$ cat src/rtl/mips_pkg.sv
// Shared fetch-stage definitions: fetch-state encoding, PC increment and the
// next-PC source encoding used by the sequencer and its select logic.
package mips_pkg;

  typedef enum logic [1:0] {
    BOOT   = 2'd0,
    RUN    = 2'd1,
    HALTED = 2'd2,
    FAULT  = 2'd3
  } fetch_state_e;

  localparam int unsigned PC_STEP = 4;

  typedef enum logic [1:0] {
    NPC_SEQ    = 2'd0,
    NPC_BRANCH = 2'd1,
    NPC_JUMP   = 2'd2,
    NPC_JREG   = 2'd3
  } npc_sel_e;

  function automatic logic word_aligned(input logic [1:0] low_bits);
    return (low_bits == 2'b00);
  endfunction

endpackage

$ cat src/rtl/next_pc_select.sv
// Combinational next-PC source select, target formation and legality check
// (word alignment plus instruction-ROM range) for the fetch sequencer.
module next_pc_select
  import mips_pkg::*;
#(
  parameter int ADDRESS_WIDTH = 32,
  parameter int MEM_DEPTH     = 100
) (
  input  logic [ADDRESS_WIDTH-1:0] pc,
  input  logic                     branch,
  input  logic                     zero,
  input  logic [ADDRESS_WIDTH-1:0] branch_offset,
  input  logic                     jump,
  input  logic [25:0]              jump_index,
  input  logic                     jump_reg,
  input  logic [ADDRESS_WIDTH-1:0] reg_target,
  output logic [ADDRESS_WIDTH-1:0] target,
  output logic                     illegal
);

  localparam logic [ADDRESS_WIDTH-1:0] STEP  = ADDRESS_WIDTH'(PC_STEP);
  localparam logic [ADDRESS_WIDTH-1:0] DEPTH = ADDRESS_WIDTH'(MEM_DEPTH);

  logic [ADDRESS_WIDTH-1:0] pc_plus4_s;
  logic [ADDRESS_WIDTH-1:0] branch_tgt_s;
  logic [ADDRESS_WIDTH-1:0] jump_tgt_s;
  logic [ADDRESS_WIDTH-1:0] word_idx_s;
  npc_sel_e                 sel_s;

  assign pc_plus4_s   = pc + STEP;
  assign branch_tgt_s = pc_plus4_s + (branch_offset << 2);
  // Pseudo-direct jump keeps the top nibble of the sequential address.
  assign jump_tgt_s   = {pc_plus4_s[ADDRESS_WIDTH-1:28], jump_index, 2'b00};

  // Priority select: JR, then J/JAL, then taken branch, then sequential.
  always_comb begin
    sel_s = NPC_SEQ;
    if (jump_reg) begin
      sel_s = NPC_JREG;
    end else if (jump) begin
      sel_s = NPC_JUMP;
    end else if (branch && zero) begin
      sel_s = NPC_BRANCH;
    end else begin
      sel_s = NPC_SEQ;
    end
  end

  // Target mux and legality flag.
  always_comb begin
    target = pc_plus4_s;
    case (sel_s)
      NPC_SEQ:    target = pc_plus4_s;
      NPC_BRANCH: target = branch_tgt_s;
      NPC_JUMP:   target = jump_tgt_s;
      NPC_JREG:   target = reg_target;
      default:    target = pc_plus4_s;
    endcase
    word_idx_s = {2'b00, target[ADDRESS_WIDTH-1:2]};
    illegal    = !word_aligned(target[1:0]) || (word_idx_s >= DEPTH);
  end

endmodule

$ cat src/rtl/program_counter_unit.sv
// Fetch-stage program counter with BOOT/RUN/HALTED/FAULT sequencing.
// Optional retired-instruction counter built only when PC_PERF_CNT_EN is defined.
module program_counter_unit
  import mips_pkg::*;
#(
  parameter int                     ADDRESS_WIDTH = 32,
  parameter logic [ADDRESS_WIDTH-1:0] RESET_VECTOR = 32'h0000_0000,
  parameter int                     MEM_DEPTH     = 100
) (
  input  logic                     CLK,
  input  logic                     RST,
  input  logic                     Stall,
  input  logic                     Halt,
  input  logic                     Branch,
  input  logic                     Zero,
  input  logic [ADDRESS_WIDTH-1:0] BranchOffset,
  input  logic                     Jump,
  input  logic [25:0]              JumpIndex,
  input  logic                     JumpReg,
  input  logic [ADDRESS_WIDTH-1:0] RegTarget,
  output logic [ADDRESS_WIDTH-1:0] PC,
  output logic [ADDRESS_WIDTH-1:0] PCPlus4,
  output logic                     Valid,
  output logic                     Halted,
  output logic                     Fault,
  output logic [ADDRESS_WIDTH-1:0] FaultAddr,
  output logic [31:0]              InstrCount
);

  localparam logic [ADDRESS_WIDTH-1:0] STEP = ADDRESS_WIDTH'(PC_STEP);

  fetch_state_e             state_q, state_d;
  logic [ADDRESS_WIDTH-1:0] pc_q, pc_d;
  logic [ADDRESS_WIDTH-1:0] pc_plus4_q, pc_plus4_d;
  logic [ADDRESS_WIDTH-1:0] fault_addr_q, fault_addr_d;
  logic                     valid_q, valid_d;
  logic                     halted_q, halted_d;
  logic                     fault_q, fault_d;
  logic [ADDRESS_WIDTH-1:0] target_s;
  logic                     illegal_s;

  next_pc_select #(
    .ADDRESS_WIDTH (ADDRESS_WIDTH),
    .MEM_DEPTH     (MEM_DEPTH)
  ) u_next_pc_select (
    .pc            (pc_q),
    .branch        (Branch),
    .zero          (Zero),
    .branch_offset (BranchOffset),
    .jump          (Jump),
    .jump_index    (JumpIndex),
    .jump_reg      (JumpReg),
    .reg_target    (RegTarget),
    .target        (target_s),
    .illegal       (illegal_s)
  );

  // Next state, next PC and fault capture; Stall outranks Halt, Halt outranks faults.
  always_comb begin
    state_d      = state_q;
    pc_d         = pc_q;
    fault_addr_d = fault_addr_q;
    case (state_q)
      BOOT: begin
        state_d = RUN;
        pc_d    = RESET_VECTOR;
      end
      RUN: begin
        if (Stall) begin
          state_d = RUN;
        end else if (Halt) begin
          state_d = HALTED;
        end else if (illegal_s) begin
          state_d      = FAULT;
          fault_addr_d = target_s;
        end else begin
          pc_d = target_s;
        end
      end
      HALTED:  state_d = HALTED;
      FAULT:   state_d = FAULT;
      default: begin
        state_d = BOOT;
        pc_d    = RESET_VECTOR;
      end
    endcase
    pc_plus4_d = pc_d + STEP;
    valid_d    = (state_d == RUN);
    halted_d   = (state_d == HALTED);
    fault_d    = (state_d == FAULT);
  end

  // Architectural PC, state and status flags.
  always_ff @(posedge CLK or negedge RST) begin
    if (!RST) begin
      state_q      <= BOOT;
      pc_q         <= RESET_VECTOR;
      pc_plus4_q   <= RESET_VECTOR + STEP;
      fault_addr_q <= {ADDRESS_WIDTH{1'b0}};
      valid_q      <= 1'b0;
      halted_q     <= 1'b0;
      fault_q      <= 1'b0;
    end else begin
      state_q      <= state_d;
      pc_q         <= pc_d;
      pc_plus4_q   <= pc_plus4_d;
      fault_addr_q <= fault_addr_d;
      valid_q      <= valid_d;
      halted_q     <= halted_d;
      fault_q      <= fault_d;
    end
  end

  assign PC        = pc_q;
  assign PCPlus4   = pc_plus4_q;
  assign Valid     = valid_q;
  assign Halted    = halted_q;
  assign Fault     = fault_q;
  assign FaultAddr = fault_addr_q;

`ifdef PC_PERF_CNT_EN
  logic [31:0] instr_count_q, instr_count_d;
  logic        retire_s;

  // An instruction retires on any unstalled RUN edge that does not trap, halt included.
  always_comb begin
    retire_s = (state_q == RUN) && !Stall && (Halt || !illegal_s);
    if (retire_s) begin
      instr_count_d = instr_count_q + 32'd1;
    end else begin
      instr_count_d = instr_count_q;
    end
  end

  // Retired-instruction counter register.
  always_ff @(posedge CLK or negedge RST) begin
    if (!RST) begin
      instr_count_q <= 32'd0;
    end else begin
      instr_count_q <= instr_count_d;
    end
  end

  assign InstrCount = instr_count_q;
`else
  assign InstrCount = 32'd0;
`endif

endmodule

$ cat config.mk
export PLATFORM = sky130hd
export DESIGN_NAME = program_counter_unit
export DESIGN_NICKNAME = d
export VERILOG_FILES = /design/src/rtl/mips_pkg.sv /design/src/rtl/next_pc_select.sv /design/src/rtl/program_counter_unit.sv
export SDC_FILE = /design/constraint.sdc
export NUM_CORES = 1
export LEC_CHECK = 0
export CAP_MARGIN = 20
export CORE_MARGIN = 2
export CORE_UTILIZATION = 25
export CTS_BUF_LIST = sky130_fd_sc_hd__clkbuf_4
export DETAILED_ROUTE_END_ITERATION = 10
export GPL_ROUTABILITY_DRIVEN = 0
export GPL_TIMING_DRIVEN = 1
export HOLD_SLACK_MARGIN = 0.08
export REMOVE_ABC_BUFFERS = 1
export SYNTH_ARGS = -nofsm -noshare
export SYNTH_HDL_FRONTEND = slang
export SYNTH_SLANG_ARGS = --single-unit
export TNS_END_PERCENT = 50
$ cat constraint.sdc
create_clock -name CLK -period 10.1 [get_ports CLK]
set_input_delay 3.03 -clock CLK [delete_from_list [all_inputs] [get_ports CLK]]
set_output_delay 3.03 -clock CLK [all_outputs]
set_load 0.01 [all_outputs]
==> impl_metrics.py <==
metrics = {
    "die": {
        "pin_count": 229,
        "core_um2": 30300,
        "num_rows": 64,
        "dieHeight_um": 179,
        "dieArea_um2": 32000,
        "start_util_pct": 25.2,
        "die_w_um": 179,
    },
    "cts": {
        "hold_buffers": 0,
        "cts.reportedPaths.clkPinSlew_ps": 190,
        "clkLatencyLatePin_ps": 530,
        "cts-htree-levels": 3,
        "max-clock-path-buffers": 2,
        "cts_root_buf": "clkbuf_4",
        "post_cts_buffers": 0,
        "cts_tree": "built",
        "cts_sinks": 99,
        "cts-resized-gates": 0,
        "cts_inserted_buffers": 9,
    },
    "sta": {
        "finalClockSkew_ps": 32.6,
        "slew_headroom_pct": 34.3,
        "whs_ps": 497,
        "final.period_utilization_pct": 87.0,
        "max_slew.worst_pin.slew_ps": 986,
        "hold_viol": 0,
        "fmax_mhz": 114,
        "min_period_ps": 8790,
        "setup_tns_ps": 0,
        "slew_violations": 0,
        "finalSetupViolCount": 0,
        "rsz0062_at_grt": "false",
    },
    "placement": {
        "dp_hpwl_mm": 23.4,
        "port_buffers": 194,
        "placed_area_um2": 9840,
    },
    "logic_synthesis": {
        "yosysTopAreaCell": "dfrtp_1",
        "synth_top_flop_cell": "dfrtp_1",
        "netlist.area_leader.share_pct": 32.1,
        "synth_seq_area_share_pct": 32.4,
        "synth.area.top_cells": "dfrtp_1 (32%), nand2_1 (6.5%), ha_1 (5.4%), o21ai_0 (4.5%), a21oi_1 (3.7%)",
        "netlist_area_um2": 7650,
        "async_flop_share_pct": 100,
        "ys_warn_count": 0,
        "synth_seq_cells": 99,
        "yosysMostFrequentCell": "nand2_1",
        "yosysUniqueCellTypes": 82,
        "synth_cells": 938,
        "synth.avg_cell_area_um2": 8.16,
        "yosys-top-cells-count": "nand2_1 (133), dfrtp_1 (98), o21ai_0 (69), nor2_1 (60), a21oi_1 (57)",
        "synth-edff-count": 0,
    },
    "routing": {
        "post_drt_wl_per_cell_um": 19.7,
        "antenna_left": 0,
        "routed_via_density": 5.16,
        "drc": 0,
        "drt-initial-drc-count": 731,
        "vias": 7776,
        "drt_wl_total_mm": 29.6,
        "firstDrtPassIters": 5,
    },
    "critical_path": {
        "path_delay_family": "simple AND/OR/NAND/NOR gates",
        "critPathBufInv": 2,
        "crit_top_cell": "nand4_1",
        "crit_path_start_kind": "primary input",
        "cp-end-kind": "flop",
        "arrival_ps": 9230,
        "cp_max_fo": 9,
        "cp_slowest_cell": "nor3_2",
        "path_cells": "clkdlybuf4s50_1 > ha_1 > inv_1 > fa_1 > nand2b_1 > a211oi_2 > o21ai_0 > a2111o_1 > and4_1 > nor3_1 > nor3b_1 > nand4_1 > nor3_2 > nand2_1 > o21ai_0 > ha_1 > nand4_1 > o22ai_2 > nand4_1 > or3_1 > a21oi_1",
        "critPathKind": "in -> reg",
        "slowest_delay_ps": 610,
        "required_ps": 10540,
    },
    "layout": {
        "final_area_um2": 10000,
        "regArea_um2": 2480,
        "layout.nets": 1235,
        "drive_above_1_share_pct": 5.60,
        "multi_input_comb_area_um2": 4710,
        "final_util_pct": 32.9,
        "fillers": 3203,
        "synthToLayoutAreaGrowth_pct": 30.7,
    },
    "min_path": {
        "holdCritPathClass": "reg -> reg",
    },
    "power": {
        "p_leak_nw": 4.24,
        "ir_worst_vdd_mv": 0.0476,
        "total_power_uw": 862,
        "power_density_nw_per_um2": 86.2,
    },
    "status": {
        "status": "complete, no violations",
    },
    "global_route": {
        "grt_max_degree": 75,
        "grt-ovfl-total": 0,
        "track_usage_pct": 18.2,
        "grt_pass1_wl_mm": 43.5,
        "antenna_found_initial": 2,
        "grt_pass1_vias": 7402,
    },
    "run": {
        "drv_cap": 0,
    },
}
## metal layers
layer | global-route usage [%] | routed length, um | up-vias
li1 | - | - | 3664
met1 | 24.0 | 13000 | 3717
met2 | 29.6 | 13600 | 345
met3 | 2.97 | 1980 | 50
met4 | 7.52 | 1030 | 0
met5 | 0 | 0 | -
## power by group
part	switching, mW	leakage (nW)	internal, mW
clock	0.173	0.0824	0.0625
sequential	0.00848	1.34	0.412
combinational	0.110	2.82	0.0952
total	0.292	4.24	0.570
## kinds of logic after synthesis
group,share of synthesized area [%]
buffers and inverters,7.67
xor gates and xnor gates,6.18
AOI/OAI and AO/OA,21.9
muxes,0.981
and+or+nand+nor,25.1
adders and majority gates,5.66
DFF,32.4
other,0.0490
## flip-flops by register name (all words and copies together), names as in the netlist, named ones only
signal / cells
PC: 30
Valid: 1
Halted: 1
state_q: 2
Fault: 1
FaultAddr: 32
PCPlus4: 30
## worst paths after layout
kind	startpoint	to	slack, ps	cells past startpoint
worst max-delay path	BranchOffset[0]	PCPlus4[28]$_DFF_PN0_	1310	21
max in group asynchronous	RST	PC[24]$_DFF_PN0_	6410	2
worst min-delay path	FaultAddr[29]$_DFFE_PN0P_	FaultAddr[29]$_DFFE_PN0P_	500	2
worst max register to register	PC[5]$_DFF_PN0_	PCPlus4[28]$_DFF_PN0_	2700	22
worst min register to register	FaultAddr[29]$_DFFE_PN0P_	FaultAddr[29]$_DFFE_PN0P_	500	2
min in group asynchronous	RST	FaultAddr[0]$_DFFE_PN0P_	2360	1
## cell type report
cell class	count	share of cell area, %
diodes	2	0.0501
clock buffers	9	0.676
inverters	34	1.28
clock inverters	7	0.838
well taps	396	4.96
repair buffers	207	20.3
multi-input cells	752	47.1
flip-flops and latches	99	24.8
## layout by cell type, fill, tap and decap left out, types with 28 or more instances in the layout
cell | synthesis | layout
clkdlybuf4s50_1 | 0 | 192
nand2_1 | 133 | 133
dfrtp_1 | 98 | 98
o21ai_0 | 69 | 69
nor2_1 | 60 | 60
a21oi_1 | 57 | 57
inv_1 | 34 | 34
nor3_1 | 33 | 33
ha_1 | 33 | 33
conb_1 | 1 | 32
xor2_1 | 31 | 31
nand4_1 | 28 | 28
and2_1 | 28 | 28
## worst min-delay path: cells and delay by family, from the launching register on
kind             cells  cell delay [ps]
DFF                  1              380
and+or+nand+nor      2              100
## through the flow
stage | setup WS (ps) | instances
3_3_place_gp | 857 | 1488
4_1_cts | 1410 | 1504
3_5_place_dp | 822 | 1488
6_report | 1310 | 1506
2_1_floorplan | 2170 | 885
5_1_grt | 955 | 1506
No activity file was read; power rests on OpenSTA's default activity.
